### src/rtl/encoder_tracker.sv
// Encoder step tracker: absolute position, per-window velocity and motion state.
// Optional build macro ENC_POS_SATURATE_EN clamps position at the signed range and drives at_limit.
module encoder_tracker #(
  parameter int POS_WIDTH     = 16,
  parameter int VEL_WIDTH     = 8,
  parameter int WINDOW        = 1000,
  parameter int STALL_WINDOWS = 4
) (
  input  logic                 clock,
  input  logic                 reset,
  input  logic                 is_cw,
  input  logic                 is_ccw,
  input  logic                 load,
  input  logic [POS_WIDTH-1:0] load_value,
  output logic [POS_WIDTH-1:0] position,
  output logic [VEL_WIDTH-1:0] velocity,
  output logic                 vel_valid,
  output logic [1:0]           state,
  output logic                 illegal,
  output logic                 at_limit
);

  localparam int WIN_W   = $clog2(WINDOW);
  localparam int STALL_W = $clog2(STALL_WINDOWS + 1);

  localparam logic [WIN_W-1:0]     WIN_LAST   = WIN_W'(WINDOW - 1);
  localparam logic [WIN_W-1:0]     WIN_ONE    = WIN_W'(1);
  localparam logic [STALL_W-1:0]   STALL_LAST = STALL_W'(STALL_WINDOWS - 1);
  localparam logic [STALL_W-1:0]   STALL_ONE  = STALL_W'(1);
  localparam logic [POS_WIDTH-1:0] POS_ONE    = POS_WIDTH'(1);
  localparam logic [POS_WIDTH-1:0] POS_MAX    = {1'b0, {(POS_WIDTH-1){1'b1}}};
  localparam logic [POS_WIDTH-1:0] POS_MIN    = {1'b1, {(POS_WIDTH-1){1'b0}}};
  localparam logic [VEL_WIDTH:0]   ACC_ONE    = (VEL_WIDTH+1)'(1);
  localparam logic [VEL_WIDTH-1:0] VEL_MAX    = {1'b0, {(VEL_WIDTH-1){1'b1}}};
  localparam logic [VEL_WIDTH-1:0] VEL_MIN    = {1'b1, {(VEL_WIDTH-1){1'b0}}};

  typedef enum logic [1:0] {
    S_IDLE    = 2'b00,
    S_CW      = 2'b01,
    S_CCW     = 2'b10,
    S_STALLED = 2'b11
  } state_t;

  state_t               r_state;
  logic [POS_WIDTH-1:0] r_position;
  logic [VEL_WIDTH-1:0] r_velocity;
  logic [VEL_WIDTH-1:0] r_acc;
  logic                 r_vel_valid;
  logic                 r_illegal;
  logic [WIN_W-1:0]     r_win;
  logic [STALL_W-1:0]   r_stall_cnt;
  logic                 r_step_seen;

  logic                 w_up;
  logic                 w_dn;
  logic                 w_win_end;
  logic                 w_seen_now;
  logic [POS_WIDTH-1:0] w_pos_next;
  logic [VEL_WIDTH:0]   w_acc_ext;
  logic [VEL_WIDTH-1:0] w_acc_sat;

  // Both strobes together is a decoder fault, not a step in either direction.
  assign w_up       = is_cw & ~is_ccw;
  assign w_dn       = is_ccw & ~is_cw;
  assign w_win_end  = (r_win == WIN_LAST);
  assign w_seen_now = r_step_seen | w_up | w_dn;

  always_comb begin
    w_pos_next = r_position;
    if (load) begin
      w_pos_next = load_value;
    end else if (w_up) begin
`ifdef ENC_POS_SATURATE_EN
      if (r_position != POS_MAX) w_pos_next = r_position + POS_ONE;
`else
      w_pos_next = r_position + POS_ONE;
`endif
    end else if (w_dn) begin
`ifdef ENC_POS_SATURATE_EN
      if (r_position != POS_MIN) w_pos_next = r_position - POS_ONE;
`else
      w_pos_next = r_position - POS_ONE;
`endif
    end
  end

  // One guard bit above the accumulator exposes signed overflow for clamping.
  always_comb begin
    w_acc_ext = {r_acc[VEL_WIDTH-1], r_acc};
    if (w_up)      w_acc_ext = w_acc_ext + ACC_ONE;
    else if (w_dn) w_acc_ext = w_acc_ext - ACC_ONE;
    case (w_acc_ext[VEL_WIDTH:VEL_WIDTH-1])
      2'b01:   w_acc_sat = VEL_MAX;
      2'b10:   w_acc_sat = VEL_MIN;
      default: w_acc_sat = w_acc_ext[VEL_WIDTH-1:0];
    endcase
  end

  always_ff @(posedge clock) begin
    if (reset) begin
      r_position  <= '0;
      r_velocity  <= '0;
      r_acc       <= '0;
      r_vel_valid <= 1'b0;
      r_illegal   <= 1'b0;
      r_win       <= '0;
      r_step_seen <= 1'b0;
    end else begin
      r_position <= w_pos_next;
      r_illegal  <= is_cw & is_ccw;
      if (w_win_end) begin
        r_win       <= '0;
        r_velocity  <= w_acc_sat;
        r_vel_valid <= 1'b1;
        r_acc       <= '0;
        r_step_seen <= 1'b0;
      end else begin
        r_win       <= r_win + WIN_ONE;
        r_acc       <= w_acc_sat;
        r_vel_valid <= 1'b0;
        r_step_seen <= w_seen_now;
      end
    end
  end

  // A step in the current cycle overrides any stall decision made at window end.
  always_ff @(posedge clock) begin
    if (reset) begin
      r_state     <= S_IDLE;
      r_stall_cnt <= '0;
    end else begin
      if (w_win_end) begin
        if (w_seen_now || (r_state != S_CW && r_state != S_CCW)) begin
          r_stall_cnt <= '0;
        end else if (r_stall_cnt == STALL_LAST) begin
          r_stall_cnt <= '0;
          r_state     <= S_STALLED;
        end else begin
          r_stall_cnt <= r_stall_cnt + STALL_ONE;
        end
      end
      if (w_up)      r_state <= S_CW;
      else if (w_dn) r_state <= S_CCW;
    end
  end

`ifdef ENC_POS_SATURATE_EN
  logic r_at_limit;

  always_ff @(posedge clock) begin
    if (reset) r_at_limit <= 1'b0;
    else       r_at_limit <= (w_pos_next == POS_MAX) || (w_pos_next == POS_MIN);
  end

  assign at_limit = r_at_limit;
`else
  assign at_limit = 1'b0;
`endif

  assign position  = r_position;
  assign velocity  = r_velocity;
  assign vel_valid = r_vel_valid;
  assign state     = r_state;
  assign illegal   = r_illegal;

endmodule

### config.mk
export PLATFORM = sky130hd
export DESIGN_NAME = encoder_tracker
export DESIGN_NICKNAME = d
export VERILOG_FILES = /design/src/rtl/encoder_tracker.sv
export SDC_FILE = /design/constraint.sdc
export NUM_CORES = 1
export LEC_CHECK = 0
export ABC_AREA = 0
export BUFFER_PORTS_ARGS = -buffer_cell sky130_fd_sc_hd__buf_4
export CORE_MARGIN = 2
export CORE_UTILIZATION = 61
export DETAILED_ROUTE_END_ITERATION = 10
export GPL_ROUTABILITY_DRIVEN = 1
export PLACE_DENSITY = 0.85
export SYNTH_ARGS = -nofsm -noshare
export SYNTH_HDL_FRONTEND = slang
export SYNTH_SLANG_ARGS = --single-unit
### constraint.sdc
create_clock -name clock -period 4.73 [get_ports clock]
set_input_delay 0.473 -clock clock [delete_from_list [all_inputs] [get_ports clock]]
set_output_delay 0.473 -clock clock [all_outputs]
set_load 0.005 [all_outputs]
## Yosys cells after proc, flatten, opt, wreduce, memory -nomap -nowiden

Cells that the tools add are included.

| storage, ports and cells | value |
|---|---|
| logic and storage cells | 56 |
| register bits after elaboration | 50 |
| output and inout port bits | 29 |

| operators by class | value |
|---|---|
| $add $sub $neg | 6 |
| equal/unequal tests | 8 |
| multiplexer cells | 14 |
| reductions and logical operators | 11 |
| bitwise logic cells | 7 |

Operators by type and width:

| kind | number |
|---|---|
| $mux 16 | 3 |
| $mux 9 | 2 |
| $add 16x1->16 const B | 1 |
| $pmux 8 s2 | 1 |
| $sub 16x1->16 const B | 1 |
| $add 10x1->10 const B | 1 |
| $eq 10x10->1 const B | 1 |
| $add 8x2->9 const B | 1 |
| $reduce_bool 3->1 | 3 |
| $sub 8x2->9 const B | 1 |
| $mux 2 | 4 |
| $mux 3 | 2 |
| $reduce_and 3->1 | 2 |
| $ne 2x2->1 const B | 2 |
| $reduce_bool 2->1 | 2 |
| $reduce_or 2->1 | 2 |
| $add 3x1->3 const B | 1 |
| $and 1x1->1 | 3 |
| $eq 3x2->1 const B | 1 |
| $ne 3x3->1 const B | 1 |
| $eq 2x1->1 const B | 1 |
| $eq 2x2->1 const B | 1 |
| $mux 1 | 2 |
| $ne 2x1->1 const B | 1 |
| 4 further kinds | 6 |

## Longest topological paths before layout

Gate-level depths: netlist (run 1).

| logic depth | value |
|---|---|
| depth in word-level cells | 9 |
| mapped depth | 14 |

## Least setup slack after synthesis (run 1)

No wires, ideal clock.

| timing | value |
|---|---|
| path kind | input port to flip-flop |
| start | input port is_ccw |
| end | register r_velocity[7], in the netlist velocity[7] |
| data required time | 4.596 ns |
| setup slack | 1.625 ns |
| arrival time | 2.971 ns |
| library setup time | 0.134 ns |
| stages on the path | 14 |
| path buffers | 2 |
| cells stage by stage | inv_1 > ha_1 > clkbuf_1 > or4b_1 > nor4_1 > a2bb2oi_1 > xnor2_1 > inv_1 > ha_1 > clkbuf_1 > nand2b_1 > nor2_1 > a21oi_1 > a21oi_1 |

| on the way | value |
|---|---|
| cells in the longest elaborated chain, start to end | 5 |

RTL lines:

| what | line | text |
|---|---|---|
| start, declared | 12 | `input logic is_ccw,` |
| $and 1x1->1 / $not 1->1 (equally long branches) | 64, 63 |  |
| $mux 9 / $and 1x1->1 (equally long branches) | 91, 63 |  |
| $mux 9 (*) | 90 | `if (w_up) w_acc_ext = w_acc_ext + ACC_ONE;` |
| $eq 2x2->1 / $eq 2x1->1 (equally long branches) | 92 | `case (w_acc_ext[VEL_WIDTH:VEL_WIDTH-1])` |
| $pmux 8 s2 (*) | 92 |  |
| end signal, assigned | 113 | `r_velocity <= w_acc_sat;` |
| end, declared | 46 | `logic [VEL_WIDTH-1:0] r_velocity;` |

Mark *: on every way between the ends. The rest lies on a longest branch, timed or not.
A chain may end at the register's enable or synchronous reset.

## Worst setup path in the final report (run 1)

| timing | value |
|---|---|
| start | input port is_cw |
| end | register r_velocity[4], in the netlist velocity[4] |

| on the way | value |
|---|---|
| cells in the longest elaborated chain, start to end | 6 |

RTL lines:

| what | line | text |
|---|---|---|
| start, declared | 11 | `input logic is_cw,` |
| $not 1->1 | 64 | `assign w_dn = is_ccw & ~is_cw;` |
| $and 1x1->1 | 64 |  |
| $mux 9 | 91 | `else if (w_dn) w_acc_ext = w_acc_ext - ACC_ONE;` |
| $mux 9 (*) | 90 |  |
| $eq 2x2->1 / $eq 2x1->1 (equally long branches) | 92 |  |
| $pmux 8 s2 (*) | 92 |  |

Marked as above.

==> results.txt, run 1 <==
Pre-Repair DR Iteration Count: 4
count of state elements after synthesis: 50
fraction of registers with async set/reset: 0
Yosys warning count: 0
gr ovfl total: 0
final critical path time including I/O delays and setup: 3.37 ns
cell types occupying the most area after synthesis: sky130_fd_sc_hd__dfxtp_1 (33%), sky130_fd_sc_hd__ha_1 (11%), sky130_fd_sc_hd__nor2_1 (7.8%)
ordered cell list for the critical path: buf_4 -> ha_1 -> or4b_1 -> nor4_1 -> a2bb2oi_1 -> xnor2_1 -> inv_1 -> ha_1 -> nor2b_1 -> a21oi_1 -> a211oi_1
dominant cell type by area after synthesis: sky130_fd_sc_hd__dfxtp_1
crit path max-delay cell type: sky130_fd_sc_hd__or4b_1
Clock Pin Slew Worst Setup and Hold Paths: 0.09 ns
Post-synth EDFFs: 0
delay of the slowest cell on the worst path: 0.58 ns
global-route usage over all layers: 0.259
count of buffers added by post-CTS timing repair for setup: 0
most common cell after layout, fill and taps aside: sky130_fd_sc_hd__nor2_1
Post-CTS Hold Fix Bufs: 0
f_max: 296 MHz
Unique masters post-synth: 47
CP dominant cell by count: sky130_fd_sc_hd__ha_1
fraction of final layout cells with drive strength greater than 1: 0.145
cell family with the largest share of critical-path delay: simple AND/OR/NAND/NOR gates
total die area: 5620 sq um
count of boundary I/O pins: 50
share of power burned in the clock network: 0.246
start-to-end type of the worst setup path: in -> reg
R2R setup slack: 1.61 ns
HP Class: in -> reg
worst vdd rail ir drop: 0.000289 V
reported net switching power: 451 uW
Tcrit/Tclk final: 0.713
number of violations of the max-capacitance limit: 0
placed instance count: 488
ANT cells: 0
post-cts sizing count: 0
number of cells on the worst hold path: 3
portion of synthesized cell area occupied by the leading cell type: 0.326
post-route DRC violation count: 0
top library cells by usage in the layout, fill and taps aside: sky130_fd_sc_hd__nor2_1 (64), sky130_fd_sc_hd__dfxtp_1 (50), sky130_fd_sc_hd__buf_4 (50)
most instantiated flip-flop cell in the synthesis netlist: sky130_fd_sc_hd__dfxtp_1
routed length per instance: 14.2 microns
global-route wire length before repair: 11400 microns
half-perimeter wire length after detailed placement: 5000 microns
Max Transition Viols Final: 0
Finished Core Util: 0.746
Bufs and invs on worst path: 2
run status: complete, no violations
Crit Path Max Fanout: 12
R2R depth: 9
Filler cells: 379
die span in x: 75.0 microns
reg-to-reg critical path startpoint: r_acc[2]
RSZ-0062 raised after global routing: false
Worst setup EP type: flip-flop
Synth-to-Final Area Change: 16.1%
register cell area after layout: 1000 sq um
Iter 0 DRT Violations: 142
total area of multi-input combinational cells: 1940 sq um
Seq/Total Area, Yosys: 0.326
worst skew pair latency: 0.30 ns
CP Data Required Time: 4.94 ns
CTS buffer count: 5
buffers added on ports: 48
Worst Tran Pin Value: 0.746 ns
setup TNS: 0 ns
data arrival time of the worst path: 3.58 ns
gp weighted congestion: 0.869
non-filler instance count after layout: 496
H-tree depth: 2
endpoint of the worst hold path: position[0]
vias after detailed routing: 2825
detailed-route wire length: 7030 microns
maximum root-to-sink buffer count: 2
total count of hold-check failures in the final report: 0
largest net degree at the start of global routing: 38
initial standard-cell utilization of the core: 0.642
layout net count: 476
instance count of the mapped netlist: 391
post-detailed-route count of antenna-violating nets: 0
average via count per standard cell: 5.70
portion of total power attributed to combinational logic: 0.351
Cell Area, Synth: 3070 sq um
Relative slew margins: 0.501
Syn Nets: 439
startpoint type of the worst setup path: primary input
Net Sw Frac: 0.359
Pwr per Cell Area: 352 nW/um^2
initial antenna violation count: 0
number of placement rows: 25
core area: 4790 sq um
standby leakage power: 0.00155 uW
Hold Path Origin: load_value[0]
clock tree from TritonCTS: done
cell at the root of the clock tree: sky130_fd_sc_hd__clkbuf_8
average footprint of a synthesized cell: 7.86 sq um
count of final setup violators: 0
vias in the first global route: 2610
internal power consumption: 805 uW
chip height: 75.0 microns
endpoint of the worst-slack reg-to-reg timing path: velocity[4]
Reg power frac: 0.402
clock net sink count: 50
clock tree skew after final layout: 0.00560 ns
synthesized netlist by cell type (2+ instances only):
| cell type | count |
|---|---|
| sky130_fd_sc_hd__nor2_1 | 64 |
| sky130_fd_sc_hd__dfxtp_1 | 50 |
| sky130_fd_sc_hd__a21oi_1 | 39 |
| sky130_fd_sc_hd__nand2_1 | 30 |
| sky130_fd_sc_hd__ha_1 | 26 |
| sky130_fd_sc_hd__clkbuf_1 | 16 |
| sky130_fd_sc_hd__o21ai_0 | 15 |
| sky130_fd_sc_hd__xor2_1 | 15 |
| sky130_fd_sc_hd__inv_1 | 14 |
| sky130_fd_sc_hd__nand3_1 | 14 |
| sky130_fd_sc_hd__xnor2_1 | 12 |
| sky130_fd_sc_hd__a211oi_1 | 11 |
| sky130_fd_sc_hd__nand2b_1 | 9 |
| sky130_fd_sc_hd__nand4_1 | 8 |
| sky130_fd_sc_hd__a21o_1 | 7 |
| sky130_fd_sc_hd__a211o_1 | 4 |
| sky130_fd_sc_hd__and3_1 | 4 |
| sky130_fd_sc_hd__mux2i_1 | 4 |
| sky130_fd_sc_hd__nor2b_1 | 4 |
| sky130_fd_sc_hd__nor3_1 | 4 |
| sky130_fd_sc_hd__a221oi_1 | 3 |
| sky130_fd_sc_hd__a31oi_1 | 3 |
| sky130_fd_sc_hd__and4_1 | 3 |
| sky130_fd_sc_hd__buf_2 | 3 |
| sky130_fd_sc_hd__nor4_1 | 3 |
| sky130_fd_sc_hd__or3_1 | 3 |
| sky130_fd_sc_hd__o211ai_1 | 2 |
| sky130_fd_sc_hd__or4_1 | 2 |
cell type report:
cell class              count  area share
multi-input cells         307       0.545
flip-flops and latches     50       0.280
repair buffers             50       0.105
well taps                  67      0.0235
clock buffers               5      0.0193
inverters                  14      0.0147
clock inverters             3      0.0123
through the flow:
stage	instance area (sq um)	power, uW	hold slack (ns)	worst slack, ns
global route	3570	1330	0.398	1.04
global placement	3460	931	0.446	1.24
floorplan	3070	834	0.430	1.62
CTS	3570	1250	0.390	1.37
detailed placement	3460	946	0.452	1.08
finish	3570	1260	0.393	1.36
worst reg2reg max path: cells and delay by family, from the launching register on:
kind,cells,cell delay (ns)
flip-flops,1,0.36
adder cells (fa/ha/maj),1,0.43
XOR/XNOR,1,0.30
AND/OR/NAND/NOR,3,1.29
buffers and inverters,1,0.08
AO/OA/AOI/OAI,3,0.56
layer usage:
layer,global-route usage,vias to the layer above,routed length (microns)
met1,0.314,1286,3100
li1,-,1447,-
met2,0.463,77,3480
met5,0,-,0
met3,0.0415,15,328
met4,0.0933,0,123
power groups by stage:
stage | clock network (uW) | registers, uW | logic, uW
final | 310 | 505 | 441
after global routing | 330 | 510 | 493
after CTS | 314 | 504 | 437
after detailed placement | 0 | 513 | 433
after global placement | 0 | 511 | 419
after floorplan | 0 | 503 | 331
state kept, by name, indices dropped and copies added, names as in the netlist:
name	cells
position	16
r_win	10
r_acc	8
velocity	8
r_stall_cnt	3
state	2
illegal	1
r_step_seen	1
vel_valid	1
worst max-delay path by stage:
stage	cells past startpoint	endpoint	slack (ns)	from
after CTS	12	velocity[4]	1.37	is_cw
after floorplan	14	velocity[7]	1.62	is_ccw
after global placement	11	velocity[0]	1.24	is_cw
after detailed placement	11	velocity[4]	1.08	is_cw
final	11	velocity[4]	1.36	is_cw
after global routing	12	velocity[4]	1.04	is_ccw
cell families after synthesis:
family / after synthesis / synth area share
fa+ha+maj: 27 / 0.112
flops: 50 / 0.326
xor+xnor: 27 / 0.0769
simple gates: 155 / 0.239
buf+inv: 34 / 0.0440
compound gates: 93 / 0.188
other cells: 1 / 0.00122
mux: 4 / 0.0130
No activity file was read; power rests on OpenSTA's default activity.
==> run 2, diff against run 1 <==
- ABC_AREA: 0 -> 1
- CORE_UTILIZATION: 61 -> 57
- PLACE_DENSITY: 0.85 -> 0.8
- clock period: 4.73 -> 3.5 ns (I/O delays scaled with it)
==> results.txt, run 2 <==
Max Transition Viols Final: 0 (unchanged)
Tcrit/Tclk final: 0.682
post-detailed-route count of antenna-violating nets: 0 (unchanged)
Reg power frac: 0.381 (was 0.402)
gr ovfl total: 0 (unchanged)
buffers added on ports: 48 (unchanged)
Yosys warning count: 0 (unchanged)
global-route wire length before repair: 13300 microns (was 11400 microns)
Relative slew margins: 0.406 (was 0.501)
reg-to-reg critical path startpoint: r_acc[0] (was r_acc[2])
most instantiated flip-flop cell in the synthesis netlist: sky130_fd_sc_hd__dfxtp_1 (unchanged)
fraction of final layout cells with drive strength greater than 1: 0.136 (was 0.145)
number of violations of the max-capacitance limit: 0 (unchanged)
Syn Nets: 553 (was 439)
reported net switching power: 805 uW (was 451 uW)
top-count cell post-synth: sky130_fd_sc_hd__nand2_1 (was sky130_fd_sc_hd__nor2_1)
most common cell after layout, fill and taps aside: sky130_fd_sc_hd__nand2_1 (was sky130_fd_sc_hd__nor2_1)
chip height: 80.3 microns (was 75.0 microns)
Unique masters post-synth: 39 (was 47)
Net Sw Frac: 0.422 (was 0.359)
count of final setup violators: 0 (unchanged)
Cell Area, Synth: 3320 sq um (was 3070 sq um)
Pwr per Cell Area: 502 nW/um^2 (was 352 nW/um^2)
most numerous cell types in the synthesized netlist: sky130_fd_sc_hd__nand2_1 (135), sky130_fd_sc_hd__inv_1 (70), sky130_fd_sc_hd__nor2_1 (53), sky130_fd_sc_hd__dfxtp_1 (50), sky130_fd_sc_hd__nand3_1 (40) (was sky130_fd_sc_hd__nor2_1 (64), sky130_fd_sc_hd__dfxtp_1 (50), sky130_fd_sc_hd__a21oi_1 (39), sky130_fd_sc_hd__nand2_1 (30), sky130_fd_sc_hd__ha_1 (26))
Pre-Repair DR Iteration Count: 4 (unchanged)
Largest register FFs: 16 (unchanged)
dominant cell type by area after synthesis: sky130_fd_sc_hd__dfxtp_1 (unchanged)
worst vdd rail ir drop: 0.000402 V (was 0.000289 V)
endpoint of the worst hold path: position[3] (was position[0])
global-route usage over all layers: 0.260 (was 0.259)
non-filler instance count after layout: 622 (was 496)
number of placement rows: 27 (was 25)
endpoint of the worst-slack reg-to-reg timing path: velocity[4] (unchanged)
maximum root-to-sink buffer count: 2 (unchanged)
fraction of registers with async set/reset: 0 (unchanged)
clock tree from TritonCTS: done (unchanged)
startpoint type of the worst setup path: flip-flop (was primary input)
total cell area at the placement stage: 3700 sq um (was 3460 sq um)
count of boundary I/O pins: 50 (unchanged)
gp weighted congestion: 0.902 (was 0.869)
internal power consumption: 1100 uW (was 805 uW)
setup TNS: 0 ns (unchanged)
delay of the slowest cell on the worst path: 0.45 ns (was 0.58 ns)
portion of synthesized cell area occupied by the leading cell type: 0.302 (was 0.326)
post-route DRC violation count: 0 (unchanged)
Seq/Total Area, Yosys: 0.302 (was 0.326)
vias in the first global route: 3028 (was 2610)
vias after detailed routing: 3270 (was 2825)
average via count per standard cell: 5.26 (was 5.70)
routed length per instance: 12.6 microns (was 14.2 microns)
ordered cell list for the critical path: inv_1 -> ha_1 -> inv_1 -> nor3_1 -> nand3_1 -> nand2_1 -> a22oi_1 -> inv_1 -> ha_1 -> nor2_1 -> inv_1 -> o21ai_0 -> inv_1 -> o21ai_1 (was buf_4 -> ha_1 -> or4b_1 -> nor4_1 -> a2bb2oi_1 -> xnor2_1 -> inv_1 -> ha_1 -> nor2b_1 -> a21oi_1 -> a211oi_1)
crit path max-delay cell type: sky130_fd_sc_hd__ha_1 (was sky130_fd_sc_hd__or4b_1)
Hold Path Origin: load_value[3] (was load_value[0])
die span in x: 80.3 microns (was 75.0 microns)
cell area after layout: 3790 sq um (was 3570 sq um)
clock net sink count: 50 (unchanged)
cell family with the largest share of critical-path delay: adder cells (was simple AND/OR/NAND/NOR gates)
Crit Path Max Fanout: 10 (was 12)
standby leakage power: 0.00185 uW (was 0.00155 uW)
portion of total power attributed to combinational logic: 0.426 (was 0.351)
cell types occupying the most area after synthesis: sky130_fd_sc_hd__dfxtp_1 (30%), sky130_fd_sc_hd__nand2_1 (15%), sky130_fd_sc_hd__ha_1 (9.8%) (was sky130_fd_sc_hd__dfxtp_1 (33%), sky130_fd_sc_hd__ha_1 (11%), sky130_fd_sc_hd__nor2_1 (7.8%))
HP Class: in -> reg (unchanged)
post-cts sizing count: 0 (unchanged)
core area: 5570 sq um (was 4790 sq um)
average footprint of a synthesized cell: 6.57 sq um (was 7.86 sq um)
half-perimeter wire length after detailed placement: 5980 microns (was 5000 microns)
count of buffers added by post-CTS timing repair for setup: 0 (unchanged)
layout net count: 597 (was 476)
R2R depth: 14 (was 9)
CTS buffer count: 5 (unchanged)
Iter 0 DRT Violations: 163 (was 142)
detailed-route wire length: 7860 microns (was 7030 microns)
share of power burned in the clock network: 0.193 (was 0.246)
initial standard-cell utilization of the core: 0.596 (was 0.642)
instance count of the mapped netlist: 505 (was 391)
Post-synth EDFFs: 0 (unchanged)
Hold Slack: 0.310 ns (was 0.393 ns)
data arrival time of the worst path: 2.57 ns (was 3.58 ns)
cell depth of the worst setup path: 14 (was 11)
placed instance count: 614 (was 488)
run status: complete, no violations (unchanged)
count of state elements after synthesis: 50 (unchanged)
final critical path time including I/O delays and setup: 2.39 ns
worst skew pair latency: 0.31 ns (was 0.30 ns)
Worst Tran Pin Value: 0.888 ns (was 0.746 ns)
total die area: 6450 sq um (was 5620 sq um)
ANT cells: 0 (unchanged)
CP Data Required Time: 3.68 ns (was 4.94 ns)
Post-CTS Hold Fix Bufs: 0 (unchanged)
RSZ-0062 raised after global routing: false (unchanged)
cell at the root of the clock tree: sky130_fd_sc_hd__clkbuf_8 (unchanged)
largest net degree at the start of global routing: 23 (was 38)
Synth-to-Final Area Change: 14.3% (was 16.1%)
clock tree skew after final layout: 0.00725 ns (was 0.00560 ns)
R2R setup slack: 1.11 ns (was 1.61 ns)
initial antenna violation count: 0 (unchanged)
top library cells by usage in the layout, fill and taps aside: sky130_fd_sc_hd__nand2_1 (135), sky130_fd_sc_hd__inv_1 (70), sky130_fd_sc_hd__nor2_1 (53) (was sky130_fd_sc_hd__nor2_1 (64), sky130_fd_sc_hd__dfxtp_1 (50), sky130_fd_sc_hd__buf_4 (50))
Worst setup EP type: flip-flop (unchanged)
start-to-end type of the worst setup path: reg -> reg (was in -> reg)
total count of hold-check failures in the final report: 0 (unchanged)
CP dominant cell by count: sky130_fd_sc_hd__inv_1 (was sky130_fd_sc_hd__ha_1)
H-tree depth: 2 (unchanged)
Bufs and invs on worst path: 5 (was 2)
number of cells on the worst hold path: 3 (unchanged)
f_max: 419 MHz
Clock Pin Slew Worst Setup and Hold Paths: 0.10 ns (was 0.09 ns)
run 2: layout make-up:
type / count / area, sq um
clock inverters: 3 / 27.5
fillers: 513 / 1780
clock buffers: 5 / 68.8
well taps: 72 / 90.1
repair buffers: 49 / 368
multi-input cells: 367 / 1950
inverters: 76 / 288
flip-flops and latches: 50 / 1000
run 2: cells by family (layout without fill, tap and decap cells):
kind of cell	Yosys count	count (layout)	synth area share
adders and majority gates	27	27	0.104
xor gates and xnor gates	8	8	0.0211
buffers and inverters	88	133	0.111
AOI/OAI and AO/OA	68	68	0.120
other	1	1	0.00113
and+or+nand+nor	263	263	0.342
DFF	50	50	0.302
run 2: layer usage:
metal,track usage,up-vias,share of wire
met5,0,-,0
met4,0.0678,0,0.011
met3,0.0348,10,0.035
met2,0.477,62,0.50
met1,0.317,1492,0.46
li1,-,1706,-
run 2: worst max-delay path by stage:
stage,from,to,slack [ns]
floorplan,is_ccw,velocity[2],1.19
global route,r_acc[0],velocity[4],0.77
CTS,r_acc[0],velocity[4],1.10
finish,r_acc[0],velocity[4],1.11
detailed placement,is_cw,velocity[4],0.95
global placement,is_cw,velocity[2],1.02
run 2: worst min-delay path, cell delays in order:
cell and delay [ns]:
sky130_fd_sc_hd__buf_4 0.11, sky130_fd_sc_hd__nand2_1 0.05, sky130_fd_sc_hd__a31oi_1 0.07
run 2: power groups by stage:
stage	registers [uW]	logic, uW	clock network [uW]
CTS	724	811	383
finish	726	813	367
detailed placement	736	804	0
global route	737	954	399
floorplan	715	629	0
global placement	736	786	0
run 2: metrics by stage:
step | utilization | power, uW | setup slack, ns
final | 0.681 | 1910 | 1.11
after global routing | 0.681 | 2090 | 0.775
after CTS | 0.681 | 1920 | 1.10
after detailed placement | 0.663 | 1540 | 0.949
after global placement | 0.663 | 1520 | 1.02
after floorplan | - | 1340 | 1.19
==> run 3, diff against run 2 <==
- clock period: 3.5 -> 2.4 ns (I/O delays scaled with it)
==> results.txt, run 3 (synthesis gave the netlist of run 2 again) <==
run status: complete, no violations (unchanged)
Worst setup EP type: flip-flop (unchanged)
initial antenna violation count: 0 (unchanged)
vias in the first global route: 3282 (was 3028)
vias after detailed routing: 3334 (was 3270)
gp weighted congestion: 0.919 (was 0.902)
post-route DRC violation count: 0 (unchanged)
global-route wire length before repair: 14000 microns (was 13300 microns)
number of placement rows: 27 (unchanged)
Filler cells: 514 (was 513)
cell area after layout: 3890 sq um (was 3790 sq um)
routed length per instance: 12.8 microns (was 12.6 microns)
HP Class: in -> reg (unchanged)
R2R depth: 14 (unchanged)
Synth-to-Final Area Change: 17.2% (was 14.3%)
count of boundary I/O pins: 50 (unchanged)
global-route usage over all layers: 0.271 (was 0.260)
number of cells on the worst hold path: 3 (unchanged)
chip height: 80.3 microns (unchanged)
Pre-Repair DR Iteration Count: 4 (unchanged)
total die area: 6450 sq um (unchanged)
worst vdd rail ir drop: 0.000776 V (was 0.000402 V)
maximum root-to-sink buffer count: 2 (unchanged)
total count of hold-check failures in the final report: 0 (unchanged)
ANT cells: 0 (unchanged)
register cell area after layout: 1000 sq um (about the same)
half-perimeter wire length after detailed placement: 6280 microns (was 5980 microns)
startpoint type of the worst setup path: flip-flop (unchanged)
Tcrit/Tclk final: 0.867 (was 0.682)
Relative slew margins: 0.433 (was 0.406)
Finished Core Util: 0.698 (was 0.681)
average via count per standard cell: 5.28 (was 5.26)
f_max: 480 MHz (was 419 MHz)
final critical path time including I/O delays and setup: 2.08 ns (was 2.39 ns)
Worst Tran Pin Value: 0.847 ns (was 0.888 ns)
gr ovfl total: 0 (unchanged)
layout net count: 606 (was 597)
Clock Pin Slew Worst Setup and Hold Paths: 0.10 ns (about the same)
H-tree depth: 2 (unchanged)
total cell area at the placement stage: 3780 sq um (was 3700 sq um)
total area of multi-input combinational cells: 1960 sq um (was 1950 sq um)
top library cells by usage in the layout, fill and taps aside: sky130_fd_sc_hd__nand2_1 (135), sky130_fd_sc_hd__inv_1 (69), sky130_fd_sc_hd__buf_4 (57) (was sky130_fd_sc_hd__nand2_1 (135), sky130_fd_sc_hd__inv_1 (70), sky130_fd_sc_hd__nor2_1 (53))
die span in x: 80.3 microns (unchanged)
number of violations of the max-capacitance limit: 0 (unchanged)
CTS buffer count: 5 (unchanged)
detailed-route wire length: 8060 microns (was 7860 microns)
post-detailed-route count of antenna-violating nets: 0 (unchanged)
core area: 5570 sq um (unchanged)
buffers added on ports: 48 (unchanged)
standby leakage power: 0.00190 uW (was 0.00185 uW)
clock net sink count: 50 (unchanged)
Max Transition Viols Final: 0 (unchanged)
clock tree from TritonCTS: done (unchanged)
count of final setup violators: 0 (unchanged)
clock tree skew after final layout: 0.00658 ns (was 0.00725 ns)
Pwr per Cell Area: 752 nW/um^2 (was 502 nW/um^2)
Iter 0 DRT Violations: 135 (was 163)
largest net degree at the start of global routing: 20 (was 23)
initial standard-cell utilization of the core: 0.596 (unchanged)
Largest register FFs: 16 (unchanged)
cell at the root of the clock tree: sky130_fd_sc_hd__clkbuf_8 (unchanged)
CP Data Required Time: 2.64 ns (was 3.68 ns)
fraction of final layout cells with drive strength greater than 1: 0.157 (was 0.136)
most common cell after layout, fill and taps aside: sky130_fd_sc_hd__nand2_1 (unchanged)
data arrival time of the worst path: 2.32 ns (was 2.57 ns)
start-to-end type of the worst setup path: reg -> reg (unchanged)
worst skew pair latency: 0.31 ns (about the same)
Crit Path Max Fanout: 8 (was 10)
-- run 3: cell types whose count changed in the layout (fill, tap and decap cells not counted), sizes merged --
cell    change
clkbuf      +1
buf         +9
inv         -1
-- run 3: final timing paths --
check	start	endpoint	slack [ns]
hold / removal	load_value[3]	position[3]	0.21
setup / recovery	r_acc[0]	velocity[2]	0.32
setup reg to reg	r_acc[0]	velocity[2]	0.32
hold reg to reg	r_stall_cnt[2]	r_stall_cnt[2]	0.45
-- run 3: where the power goes --
group	switching [uW]	total [uW]	internal [uW]
Clock	305	543	238
Combinational	758	1320	565
Sequential	126	1060	934
Total	1190	2930	1740
-- run 3: timing repair --
item                                    in CTS  in global routing
hold buffers                                 0                  0
gates resized for setup                      0                  5
endpoints found under the setup margin       0                 13
buffers inserted                             0                  0
endpoints found under the hold margin        0                  0
-- run 3: per-layer routing --
layer / vias to the layer above / wire length (microns) / track usage
li1: 1732 / - / -
met3: 11 / 306 / 0.0348
met1: 1517 / 3510 / 0.317
met2: 74 / 4120 / 0.503
met4: 0 / 128 / 0.0915
met5: - / 0 / 0
-- run 3: metrics by stage --
stage | hold slack (ns) | worst slack [ns] | total power (uW) | setup TNS [ns] | cells
6_report | 0.209 | 0.319 | 2930 | 0 | 631
5_1_grt | 0.228 | -0.00947 | 3210 | -0.00947 | 631
3_5_place_dp | 0.437 | -0.00316 | 2340 | -0.00316 | 623
4_1_cts | 0.203 | 0.112 | 2890 | 0 | 631
2_1_floorplan | 0.410 | 0.203 | 1960 | 0 | 505
3_3_place_gp | 0.425 | 0.0969 | 2300 | 0 | 623
-- run 3: layout make-up --
cell class              count  share of cell area
repair buffers             58               0.115
multi-input cells         367               0.505
clock buffers               6              0.0212
inverters                  76              0.0740
clock inverters             2             0.00418
well taps                  72              0.0232
flip-flops and latches     50               0.258
-- run 3: worst max-delay path, stage by stage, from the launching register on --
cell	delay (ns)
sky130_fd_sc_hd__dfxtp_2	0.38
sky130_fd_sc_hd__inv_1	0.07
sky130_fd_sc_hd__ha_1	0.19
sky130_fd_sc_hd__inv_1	0.06
sky130_fd_sc_hd__nor3_1	0.06
sky130_fd_sc_hd__nand3_1	0.10
sky130_fd_sc_hd__nand2_1	0.06
sky130_fd_sc_hd__a22oi_1	0.19
sky130_fd_sc_hd__inv_1	0.10
sky130_fd_sc_hd__ha_4	0.26
sky130_fd_sc_hd__nor2_1	0.17
sky130_fd_sc_hd__inv_2	0.08
sky130_fd_sc_hd__o21ai_0	0.09
sky130_fd_sc_hd__inv_1	0.09
sky130_fd_sc_hd__o21ai_1	0.12
